`config.mk`:
```
export PLATFORM = sky130hd
export DESIGN_NAME = vp_pattern_gen
export DESIGN_NICKNAME = d
export VERILOG_FILES = /design/src/rtl/vp_pattern_gen.sv
export SDC_FILE = /design/constraint.sdc
export NUM_CORES = 1
export LEC_CHECK = 0
export ABC_CLOCK_PERIOD_IN_PS = 5400
export CELL_PAD_IN_SITES_DETAIL_PLACEMENT = 0
export CELL_PAD_IN_SITES_GLOBAL_PLACEMENT = 1
export CORE_ASPECT_RATIO = 0.9
export CORE_MARGIN = 2
export CORE_UTILIZATION = 35
export CTS_BUF_LIST = sky130_fd_sc_hd__clkbuf_4
export DETAILED_ROUTE_END_ITERATION = 8
export PLACE_DENSITY_LB_ADDON = 0.1
export SYNTH_ARGS = -nofsm -noshare
export SYNTH_HDL_FRONTEND = slang
export SYNTH_SLANG_ARGS = --single-unit
```
`constraint.sdc`:
```
create_clock -name clk -period 5.4 [get_ports clk]
set_input_delay 0.81 -clock clk [delete_from_list [all_inputs] [get_ports clk]]
set_output_delay 0.81 -clock clk [all_outputs]
set_load 0.05 [all_outputs]
```
`src/rtl/vp_pattern_gen.sv`:
```
// vp_pattern_gen: raster video source (DE/HSYNC/VSYNC/RGB) with eight selectable test patterns.
// Latency: one cycle from the (h_cnt,v_cnt) position to the registered outputs.
// Flow control: en low freezes position, LFSR and box; outputs idle (DE=0, syncs inactive, pixel=0).
//
// Ports:
//   clk, rst            pixel clock, synchronous active-high reset
//   en                  run enable
//   mode, fg_color      pattern select and foreground {R,G,B}, both sampled at frame start
//   de_out, h_sync_out,
//   v_sync_out          registered timing outputs (sync level set by SYNC_POL)
//   pixel_out           registered {R,G,B}, zero outside the active area
//   frame_start         one-cycle pulse alongside pixel (0,0)
module vp_pattern_gen #(
  parameter int H_ACTIVE   = 64,
  parameter int H_FP       = 4,
  parameter int H_SYNC     = 8,
  parameter int H_BP       = 4,
  parameter int V_ACTIVE   = 48,
  parameter int V_FP       = 2,
  parameter int V_SYNC     = 2,
  parameter int V_BP       = 2,
  parameter bit SYNC_POL   = 1'b1,
  parameter int CHECK_LOG2 = 3,
  parameter int BOX_SIZE   = 8
) (
  input  logic        clk,
  input  logic        rst,
  input  logic        en,
  input  logic [2:0]  mode,
  input  logic [23:0] fg_color,
  output logic        de_out,
  output logic        h_sync_out,
  output logic        v_sync_out,
  output logic [23:0] pixel_out,
  output logic        frame_start
);
  localparam int H_TOTAL = H_ACTIVE + H_FP + H_SYNC + H_BP;
  localparam int V_TOTAL = V_ACTIVE + V_FP + V_SYNC + V_BP;
  localparam int HW      = $clog2(H_TOTAL);
  localparam int VW      = $clog2(V_TOTAL);
  localparam int BAR_W   = H_ACTIVE / 8;
  localparam int BW      = (BAR_W > 1) ? $clog2(BAR_W) : 1;

  logic [HW-1:0] h_cnt;
  logic [VW-1:0] v_cnt;
  logic [BW-1:0] bar_pix;   // position inside the current colour bar
  logic [2:0]    bar_idx;   // current colour bar, tracks h_cnt without a divider
  logic [2:0]    mode_q;
  logic [23:0]   fg_q;
  logic [23:0]   lfsr;
  logic [HW-1:0] box_x;
  logic [VW-1:0] box_y;
  logic          started;   // a frame has begun since reset; the box only moves after that

  logic          at_origin, de_c, hs_c, vs_c, in_box, chk;
  logic [2:0]    mode_eff;
  logic [23:0]   fg_eff, lfsr_eff, pix_c, bar_col;
  logic [HW-1:0] box_x_adv, box_x_eff;
  logic [VW-1:0] box_y_adv, box_y_eff;
  logic [7:0]    grey_x, grey_y;

  function automatic logic [23:0] lfsr_step(input logic [23:0] s);
    // Fibonacci form, taps 24,23,22,17
    return {s[22:0], s[23] ^ s[22] ^ s[21] ^ s[16]};
  endfunction

  always_comb begin
    // Pixel (0,0) is decoded on the same edge that latches the frame
    // parameters, so it must already see the new mode, colour, seed and box.
    at_origin = (h_cnt == '0) && (v_cnt == '0);
    mode_eff  = at_origin ? mode : mode_q;
    fg_eff    = at_origin ? fg_color : fg_q;
    lfsr_eff  = at_origin ? 24'h000001 : lfsr;

    box_x_adv = HW'(int'(box_x) + 1);
    box_y_adv = box_y;
    if (int'(box_x) + 1 + BOX_SIZE > H_ACTIVE) begin
      box_x_adv = '0;
      if (int'(box_y) + 1 + BOX_SIZE > V_ACTIVE) box_y_adv = '0;
      else                                       box_y_adv = VW'(int'(box_y) + 1);
    end
    box_x_eff = (at_origin && started) ? box_x_adv : box_x;
    box_y_eff = (at_origin && started) ? box_y_adv : box_y;

    de_c = (int'(h_cnt) < H_ACTIVE) && (int'(v_cnt) < V_ACTIVE);
    hs_c = (int'(h_cnt) >= H_ACTIVE + H_FP) && (int'(h_cnt) < H_ACTIVE + H_FP + H_SYNC);
    vs_c = (int'(v_cnt) >= V_ACTIVE + V_FP) && (int'(v_cnt) < V_ACTIVE + V_FP + V_SYNC);

    in_box = (int'(h_cnt) >= int'(box_x_eff)) && (int'(h_cnt) < int'(box_x_eff) + BOX_SIZE) &&
             (int'(v_cnt) >= int'(box_y_eff)) && (int'(v_cnt) < int'(box_y_eff) + BOX_SIZE);
    grey_x = 8'(h_cnt);
    grey_y = 8'(v_cnt);
    chk    = 1'(h_cnt >> CHECK_LOG2) ^ 1'(v_cnt >> CHECK_LOG2);

    case (bar_idx)
      3'd0:    bar_col = 24'hFFFFFF;
      3'd1:    bar_col = 24'hFFFF00;
      3'd2:    bar_col = 24'h00FFFF;
      3'd3:    bar_col = 24'h00FF00;
      3'd4:    bar_col = 24'hFF00FF;
      3'd5:    bar_col = 24'hFF0000;
      3'd6:    bar_col = 24'h0000FF;
      default: bar_col = 24'h000000;
    endcase

    case (mode_eff)
      3'd0:    pix_c = fg_eff;
      3'd1:    pix_c = {grey_x, grey_x, grey_x};
      3'd2:    pix_c = {grey_y, grey_y, grey_y};
      3'd3:    pix_c = chk ? fg_eff : 24'h000000;
      3'd4:    pix_c = bar_col;
      3'd5:    pix_c = in_box ? fg_eff : 24'h000000;
      3'd6:    pix_c = lfsr_eff;
      default: pix_c = 24'h000000;
    endcase
  end

  always_ff @(posedge clk) begin
    if (rst) begin
      h_cnt       <= '0;
      v_cnt       <= '0;
      bar_pix     <= '0;
      bar_idx     <= '0;
      mode_q      <= '0;
      fg_q        <= '0;
      lfsr        <= 24'h000001;
      box_x       <= '0;
      box_y       <= '0;
      started     <= 1'b0;
      de_out      <= 1'b0;
      h_sync_out  <= ~SYNC_POL;
      v_sync_out  <= ~SYNC_POL;
      pixel_out   <= '0;
      frame_start <= 1'b0;
    end else if (!en) begin
      de_out      <= 1'b0;
      h_sync_out  <= ~SYNC_POL;
      v_sync_out  <= ~SYNC_POL;
      pixel_out   <= '0;
      frame_start <= 1'b0;
    end else begin
      de_out      <= de_c;
      h_sync_out  <= hs_c ? SYNC_POL : ~SYNC_POL;
      v_sync_out  <= vs_c ? SYNC_POL : ~SYNC_POL;
      pixel_out   <= de_c ? pix_c : 24'h000000;
      frame_start <= at_origin;

      if (at_origin) begin
        mode_q  <= mode;
        fg_q    <= fg_color;
        box_x   <= box_x_eff;
        box_y   <= box_y_eff;
        started <= 1'b1;
      end
      lfsr <= de_c ? lfsr_step(lfsr_eff) : lfsr_eff;

      if (int'(h_cnt) == H_TOTAL - 1) begin
        h_cnt   <= '0;
        bar_pix <= '0;
        bar_idx <= '0;
        if (int'(v_cnt) == V_TOTAL - 1) v_cnt <= '0;
        else                             v_cnt <= v_cnt + VW'(1);
      end else begin
        h_cnt <= h_cnt + HW'(1);
        if (int'(bar_pix) == BAR_W - 1) begin
          bar_pix <= '0;
          bar_idx <= bar_idx + 3'd1;
        end else begin
          bar_pix <= bar_pix + BW'(1);
        end
      end
    end
  end
endmodule
```
# Word level (Yosys, flattened, before mapping)
# Cells that the tools add are included.
dict set report classes {
  muxes 21
  n_bitwise 6
  eq_ne 15
  reduce_logical 18
  n_addsub 10
  n_lt_le_gt_ge 12
}
# cell n
set ops {}
lappend ops {{case mux 24 bit (7 select lines)} 2}
lappend ops {{two-way mux 24 bit} 5}
lappend ops {{adder 32 x 5 -> 32 bit, second input constant} 1}
lappend ops {{> comparator 32 x 7 -> 1 bit, second input constant} 1}
lappend ops {{two-way mux 6 bit} 4}
lappend ops {{two-way mux 7 bit} 3}
lappend ops {{== test 3 bit, second input constant} 6}
lappend ops {{two-way mux 3 bit} 5}
lappend ops {{< comparator 7 bit, second input constant} 2}
lappend ops {{== test 3 x 2 -> 1 bit, second input constant} 4}
lappend ops {{< comparator 6 bit, second input constant} 2}
lappend ops {{adder 8 x 4 -> 9 bit, second input constant} 1}
lappend ops {{== test 3 x 1 -> 1 bit, second input constant} 3}
lappend ops {{> comparator 9 x 7 -> 1 bit, second input constant} 1}
lappend ops {{adder 7 x 1 -> 8 bit, second input constant} 1}
lappend ops {{adder 7 x 4 -> 8 bit, second input constant} 1}
lappend ops {{logical AND 1 bit} 8}
lappend ops {{< comparator 7 x 8 -> 1 bit} 1}
lappend ops {{adder 6 x 1 -> 7 bit, second input constant} 1}
lappend ops {{adder 6 x 4 -> 7 bit, second input constant} 1}
lappend ops {{adder 7 x 1 -> 7 bit, second input constant} 1}
lappend ops {{== test 7 bit, second input constant} 1}
lappend ops {{>= comparator 7 bit} 1}
lappend ops {{>= comparator 7 bit, second input constant} 1}
lappend ops {{16 further kinds} 25}
dict set report word_totals {
  ff_bits 112
  in_bits 30
}

# Logic depth before layout (Yosys ltp)
# Gate-level depths: netlist of the first run.
dict set report logic_depth {
  depth_word 12
  ltp_mapped 24
  mapped_depth_nobuf 21
}

# Worst setup path after synthesis of the first run
# No wires, ideal clock.
dict set report synth_path {
  kind {reg2reg}
  from {register box_x[1]}
  to {register pixel_out[17]}
  setup_ns 0.074
  required_ns 5.326
  path_slack_ns 0.966
  path_stages_with_launch 25
  arrival_time_ns 4.360
  cell_sequence {dfxtp_1 ha_1 buf_4 nand3_1 xnor2_1 ha_1 nor2_1 o21ai_0 or4_1 a31oi_1 buf_4 and2_1 o21ai_0 o31ai_1 ha_1 xor2_1 ha_1 o21a_1 o21ai_0 a21oi_1 o32a_1 a2111oi_4 nand2_2 buf_6 a31oi_1}
}
dict set report synth_via {
  elab_chain_cells 12
}
# element line_no
set synth_rtl {}
lappend synth_rtl {{from (decl)} 51} ;# logic [HW-1:0] box_x;
lappend synth_rtl {{from (signal assigned)} 151} ;# box_x <= box_x_eff;
lappend synth_rtl {{adder 7 x 1 -> 8 bit *} 77} ;# if (int'(box_x) + 1 + BOX_SIZE > H_ACTIVE) begin
lappend synth_rtl {{adder 8 x 4 -> 9 bit} 77}
lappend synth_rtl {{> comparator 9 x 7 -> 1 bit} 77}
lappend synth_rtl {{two-way mux 7 bit *} 77}
lappend synth_rtl {{two-way mux 7 bit *} 82} ;# box_x_eff = (at_origin && started) ? box_x_adv : box_x;
lappend synth_rtl {{net box_x_eff[4]} 58} ;# logic [HW-1:0] box_x_adv, box_x_eff;
lappend synth_rtl {{adder 7 x 4 -> 8 bit} 89} ;# in_box = (int'(h_cnt) >= int'(box_x_eff)) && (int'(h_cnt) < int'(box_x_eff) + BOX_SIZE) &&
lappend synth_rtl {{< comparator 7 x 8 -> 1 bit} 89}
lappend synth_rtl {{logical AND 1 bit * (2 in a row)} 89}
lappend synth_rtl {{logical AND 1 bit *} 90} ;# (int'(v_cnt) >= int'(box_y_eff)) && (int'(v_cnt) < int'(box_y_eff) + BOX_SIZE);
lappend synth_rtl {{two-way mux 24 bit *} 112} ;# 3'd5: pix_c = in_box ? fg_eff : 24'h000000;
lappend synth_rtl {{case mux 24 bit (7 select lines) *} 106} ;# case (mode_eff)
lappend synth_rtl {{to (signal assigned)} 145} ;# pixel_out <= de_c ? pix_c : 24'h000000;
lappend synth_rtl {{to (decl)} 34} ;# output logic [23:0] pixel_out,
# The timed path passes the listed nets; every way through them passes the cells marked *.
# A chain may end at the register's enable or synchronous reset.

# Final worst setup path of the first run
dict set report layout_path {
  from {register box_x[2]}
  to {register pixel_out[21]}
}
# Same word-level chain as after synthesis.

==> flow_metrics.env, run 1 <==
export IMPL_status="completed"
export IMPL_gp_congestion=0.789
export IMPL_cts_buffers=9
export IMPL_fin_tns_setup_ns=0
export IMPL_yosys_register_bits=112
export IMPL_die_area_um2=19600
export IMPL_start_util_pct=35.4
export IMPL_wire_per_inst_um=17.5
export IMPL_die_w_um=147
export IMPL_p_leak_nw=2.61
export IMPL_power_density_nw_per_um2=231
export IMPL_cts_tree="built"
export IMPL_via_per_inst=5.47
export IMPL_cts_root_buf="clkbuf_4"
export IMPL_rsz0062_at_grt="no"
export IMPL_fin_skew_ns=0.0215
export IMPL_grt_ovfl_total=0
export IMPL_route_detailed_drc=0
export IMPL_post_dp_hpwl_um=13400
export IMPL_dr_pass1_iters=4
export IMPL_finish_utilization_pct=40.3
export IMPL_r2r_slack_ns=0.44
export IMPL_vias=6093
export IMPL_synth_commonest_cells="195 x nand2_1, 112 x dfxtp_1, 80 x a21oi_1, 57 x nand3_1, 42 x clkbuf_1"
export IMPL_first_iter_violations=345
export IMPL_slew_headroom_pct=33.7
export IMPL_synth_top_flop_cell="dfxtp_1"
export IMPL_fmax_mhz=202
export IMPL_yosysSeqAreaShare_pct=34.7
export IMPL_cp_required_ns=5.83
export IMPL_synth_most_common_cell="nand2_1"
export IMPL_syn_area_um2=6460
export IMPL_rows=47
export IMPL_synth_edff_count=0
export IMPL_fin_crit_ns=4.96
export IMPL_cp_arrival_ns=5.38
export IMPL_synth_distinct_cells=66
export IMPL_holdPathStages=2
export IMPL_track_usage_pct=20.2
export IMPL_yosys_top_cells_area="dfxtp_1 35%, nand2_1 11%, ha_1 7.4%"
export IMPL_hp_class="reg2reg"
export IMPL_start_kind="flip-flop"
export IMPL_rr_startpoint="box_x[2]$_SDFFE_PP0P_"
export IMPL_grt_max_degree=80
export IMPL_yosysWarnings=0
export IMPL_synthArstFlopShare_pct=0
export IMPL_r2r_cells=22
export IMPL_die_h_um=133
export IMPL_io_buffer_count=57
export IMPL_min_to="fg_q[19]$_SDFFE_PP0P_"
export IMPL_cts_hold_buf=0
export IMPL_nNetsFinal=931
export IMPL_grt_first_pass_wirelength_um=31300
export IMPL_clk_latency_ns=0.51
export IMPL_drv_cap=0
export IMPL_setup_viol=0
export IMPL_ios=58
export IMPL_setup_worst_path_class="reg2reg"
export IMPL_critical_path_reg2reg_endpoint="pixel_out[21]$_SDFF_PP0_"
export IMPL_post_route_period_util_pct=91.8
export IMPL_netlist_area_leader_share_pct=34.7
export IMPL_tightest_slew_ns=0.995
export IMPL_cts_sinks=112
export IMPL_whs_ns=0.468
export IMPL_path_clk_slew_ns=0.17
export IMPL_synth_area_per_cell_um2=7.66
export IMPL_worst_slack_ns=0.442
export IMPL_synth_nets=912
export IMPL_cts_htree_levels=3
export IMPL_ir_worst_vdd_mv=0.154
export IMPL_cp_end_kind="flip-flop"
export IMPL_clockBufferDepth=2
export IMPL_synth_top_area_cell="dfxtp_1"
export IMPL_pre_cts_ws_ns=0.313
export IMPL_worstHoldStart="fg_q[19]$_SDFFE_PP0P_"
export IMPL_syn2layout_area_growth_pct=13.6
export IMPL_finalMaxSlewViolations=0
export IMPL_grt_pass1_vias=5807
export IMPL_ant_nets=0
export IMPL_core_area_um2=18200
export IMPL_crit_fanout=24
export IMPL_finalHoldViolations=0
export IMPL_drt_wl_total_um=19500
export IMPL_synthCells=844
export IMPL_drive_gt1_share_pct=5.88
export IMPL_antenna_found_initial=1
[per-stage QoR]
stage | cells | total power, mW | cell area [µm²]
after floorplan | 844 | 1.11 | 6460
after CTS | 1113 | 1.72 | 7330
after detailed placement | 1097 | 1.22 | 7160
final | 1114 | 1.70 | 7340
after global routing | 1114 | 1.78 | 7340
after global placement | 1097 | 1.22 | 7160
[report_power, final]
group          total, mW  internal [mW]  switching [mW]  leakage (nW)
Sequential         0.880          0.857          0.0236         0.911
Combinational      0.322          0.111           0.211          1.61
Clock              0.493          0.197           0.297        0.0901
Total               1.70           1.16           0.532          2.61
[cell type report]
class | instances | area (µm²)
Antenna cell | 1 | 2.50
Clock buffer | 10 | 75.1
Clock inverter | 6 | 92.6
Fill cell | 1889 | 10900
Inverter | 17 | 63.8
Multi-Input combinational cell | 655 | 3910
Sequential cell | 112 | 2240
Tap cell | 245 | 307
Timing Repair Buffer | 68 | 648
[logic make-up (layout without fill, tap and decap cells)]
group / count (synthesis) / after routing / share of synthesized area [%]
multiplexers: 7 / 7 / 1.12
adder cells (fa/ha/maj): 38 / 38 / 7.36
AO/OA/AOI/OAI: 206 / 206 / 21.0
buffers and inverters: 77 / 101 / 5.19
AND/OR/NAND/NOR: 382 / 382 / 27.6
XOR/XNOR: 22 / 22 / 2.98
flip-flops: 112 / 112 / 34.7
other: 0 / 1 / 0
[cell usage in the layout (no fill, tap or decap), drive strengths merged, types with 9 or more instances in the layout]
cell type	n
a31oi	23
o21ai	23
ha	38
nand3	57
xor2	14
a21oi	80
nor3	13
nor2	38
clkdlybuf4s50	56
nor2b	12
dfxtp	112
buf	12
nand2	197
clkbuf	10
and2	9
nand4	13
a211oi	20
inv	17
[worst max-delay path by stage]
stage	start	endpoint	slack [ns]
2_1_floorplan	box_x[1]$_SDFFE_PP0P_	pixel_out[17]$_SDFF_PP0_	0.97
3_3_place_gp	box_x[0]$_SDFFE_PP0P_	pixel_out[6]$_SDFF_PP0_	0.43
3_5_place_dp	box_x[0]$_SDFFE_PP0P_	pixel_out[22]$_SDFF_PP0_	0.31
4_1_cts	box_x[0]$_SDFFE_PP0P_	pixel_out[4]$_SDFF_PP0_	0.23
5_1_grt	box_x[2]$_SDFFE_PP0P_	pixel_out[22]$_SDFF_PP0_	0.03
6_report	box_x[2]$_SDFFE_PP0P_	pixel_out[21]$_SDFF_PP0_	0.44
[layer usage]
layer / share of wire [%] / up-vias / wire length (µm) / track usage (%)
met2: 46 / 126 / 8960 / 32.6
met3: 4.4 / 18 / 851 / 4.03
li1: - / 3006 / - / -
met1: 48 / 2943 / 9460 / 27.8
met5: 0 / - / 0 / 0
met4: 1.4 / 0 / 272 / 4.91
[critical path, cell delays in order, from the launching register on]
cell	delay, ns
dfxtp_1	0.57
nand3_1	0.15
and2_1	0.19
or2_2	0.28
ha_1	0.27
nor2_1	0.15
o21ai_0	0.10
or4_1	0.40
a31oi_1	0.19
buf_4	0.21
and2_1	0.15
o21ai_0	0.11
o31ai_1	0.12
ha_1	0.24
xor2_1	0.17
ha_1	0.24
o21a_1	0.10
o21ai_0	0.14
a21oi_1	0.06
o32a_1	0.21
a2111oi_4	0.35
nand2_4	0.25
a31oi_1	0.21
[flip-flops by register name (all words and copies together), names as in the netlist]
register,cells
bar_idx,3
bar_pix,3
box_x,7
box_y,6
de_out,1
fg_q,24
frame_start,1
h_cnt,7
h_sync_out,1
lfsr,24
mode_q,3
pixel_out,24
started,1
v_cnt,6
v_sync_out,1
[repair_timing]
action | CTS | global route
resized for setup | 0 | 3
setup buffers | 0 | 0
endpoints found under the setup margin | 0 | 24
(Power assumes the default switching activity.)
==> inputs of run 2 (changes only) <==
CAP_MARGIN = 40   (was not set)
REMOVE_ABC_BUFFERS = 1   (was not set)
==> run 2 against run 1 <==
Compared with the run above:
- global-route usage is 0.47 points lower
- maximum frequency is 3.2% higher
- flip-flop and latch count stayed put
- worst hold slack better by 0.0026 ns
- via count is 0.18% lower
- first-iteration DRC count is 25% higher
- clock-buffer cell count stayed put
- register-to-register slack better by 0.15 ns
- sequential share of layout area hardly changed
- final cell count is 0.36% higher
- sequential power hardly changed
- core utilization is 0.11 points higher
- critical endpoint is now pixel_out[22]$_SDFF_PP0_
==> flow_metrics.env, run 2 (same netlist as run 1, synthesis figures left out) <==
export IMPL_dr_pass1_iters=5
export IMPL_p_leak_nw=2.63
export IMPL_path_clk_slew_ns=0.19
export IMPL_route_detailed_drc=0
export IMPL_post_route_period_util_pct=89.0
export IMPL_start_kind="flip-flop"
export IMPL_fill_cells=1896
export IMPL_rows=47
export IMPL_die_area_um2=19600
export IMPL_drv_cap=0
export IMPL_worst_slack_ns=0.596
export IMPL_drt_wl_total_um=18900
export IMPL_cts_sinks=112
export IMPL_rsz0062_at_grt="no"
export IMPL_finalHoldViolations=0
export IMPL_fin_skew_ns=0.0196
export IMPL_status="completed"
export IMPL_fin_tns_setup_ns=0
export IMPL_slew_headroom_pct=40.3
export IMPL_hp_class="reg2reg"
export IMPL_cts_tree="built"
export IMPL_fin_crit_ns=4.80
export IMPL_ant_nets=0
export IMPL_drive_gt1_share_pct=6.77
export IMPL_cp_end_kind="flip-flop"
export IMPL_wire_per_inst_um=16.9
export IMPL_ir_worst_vdd_mv=0.102
export IMPL_ios=58
export IMPL_cp_arrival_ns=5.25
export IMPL_post_cts_resize_count=0
export IMPL_start_util_pct=35.4
export IMPL_grt_pass1_vias=5963
export IMPL_setup_worst_path_class="reg2reg"
export IMPL_reg_top3="fg_q (24), lfsr (24), pixel_out (24)"
export IMPL_r2r_slack_ns=0.60
export IMPL_grt_ovfl_total=0
export IMPL_cts_hold_buf=0
export IMPL_first_iter_violations=430
export IMPL_vias=6082
export IMPL_finalMaxSlewViolations=0
export IMPL_tightest_slew_ns=0.896
export IMPL_fmax_mhz=208
export IMPL_clk_latency_ns=0.50
export IMPL_cts_buffers=9
export IMPL_nNetsFinal=935
export IMPL_setup_viol=0
export IMPL_track_usage_pct=19.7
export IMPL_crit_fanout=24
export IMPL_gp_congestion=0.826
export IMPL_cts_htree_levels=3
export IMPL_cp_required_ns=5.84
export IMPL_post_dp_hpwl_um=13200
export IMPL_die_h_um=133
export IMPL_grt_max_degree=63
export IMPL_die_w_um=147
export IMPL_final_common_cell="nand2_1"
export IMPL_cts_root_buf="clkbuf_4"
export IMPL_via_per_inst=5.44
export IMPL_core_area_um2=18200
export IMPL_antenna_found_initial=0
export IMPL_cts_setup_buffers=0
export IMPL_power_density_nw_per_um2=220
export IMPL_clockBufferDepth=2
export IMPL_syn2layout_area_growth_pct=13.9
export IMPL_final_cell_mix="195 x nand2_1, 108 x dfxtp_1, 80 x a21oi_1"
export IMPL_io_buffer_count=57
export IMPL_pre_cts_ws_ns=0.477
export IMPL_grt_first_pass_wirelength_um=31100
==> run 2: report_power, final <==
part	internal [mW]	switching, mW
Combinational	0.115	0.207
Sequential	0.857	0.0235
Clock	0.106	0.313
==> run 2: layout make-up <==
class                      instances  area (µm²)  share of cell area [%]
inverter                          17        63.8                   0.867
tap                              245         307                    4.16
clock buffer                      10        75.1                    1.02
timing repair buffer              72         706                    9.58
clock inverter                     6        53.8                   0.731
multi-input combinational        655        3910                    53.1
antenna                            1        2.50                  0.0340
sequential                       112        2250                    30.5
==> run 2: worst paths after layout <==
kind / end / cells after the start / start
setup / recovery: pixel_out[22]$_SDFF_PP0_ / 23 / box_x[2]$_SDFFE_PP0P_
hold / removal: fg_q[9]$_SDFFE_PP0P_ / 2 / fg_q[9]$_SDFFE_PP0P_
setup reg to reg: pixel_out[22]$_SDFF_PP0_ / 23 / box_x[2]$_SDFFE_PP0P_
hold reg to reg: fg_q[9]$_SDFFE_PP0P_ / 2 / fg_q[9]$_SDFFE_PP0P_
==> run 2: routing by layer <==
layer	global-route usage, %	share of wire, %
met3	3.55	4.5
met5	0	0
met2	33.7	48
met4	6.14	1.7
met1	25.4	46
==> run 2: through the flow <==
step | hold WS, ns | std cells | power, mW | area, µm² | utilization [%]
detailed placement | 0.449 | 1101 | 1.22 | 7220 | 39.6
finish | 0.471 | 1118 | 1.62 | 7360 | 40.4
global route | 0.487 | 1117 | 1.71 | 7360 | 40.4
CTS | 0.471 | 1117 | 1.64 | 7350 | 40.3
floorplan | 0.431 | 784 | 1.09 | 6190 | -
global placement | 0.445 | 1099 | 1.22 | 7180 | 39.4
==> run 2: worst max-delay path, cell delays in order (launching register included) <==
cell,delay (ns)
dfxtp_2,0.49
nand3_1,0.12
and2_1,0.18
or2_2,0.27
ha_1,0.27
nor2_1,0.14
o21ai_0,0.10
or4_1,0.42
a31oi_1,0.19
buf_4,0.21
and2_1,0.16
o21ai_0,0.11
o31ai_1,0.12
ha_1,0.24
xor2_1,0.16
ha_1,0.25
o21a_1,0.10
o21ai_0,0.14
a21oi_1,0.06
o32a_1,0.22
a2111oi_4,0.31
nand2_2,0.08
buf_4,0.22
a41oi_1,0.18
==> inputs of run 3 (changes only) <==
SETUP_SLACK_MARGIN = 0.05   (was not set)
TNS_END_PERCENT = 1   (was not set)
==> results of run 3 <==
The final DEF is identical to that of run 2; final timing and power are the same.
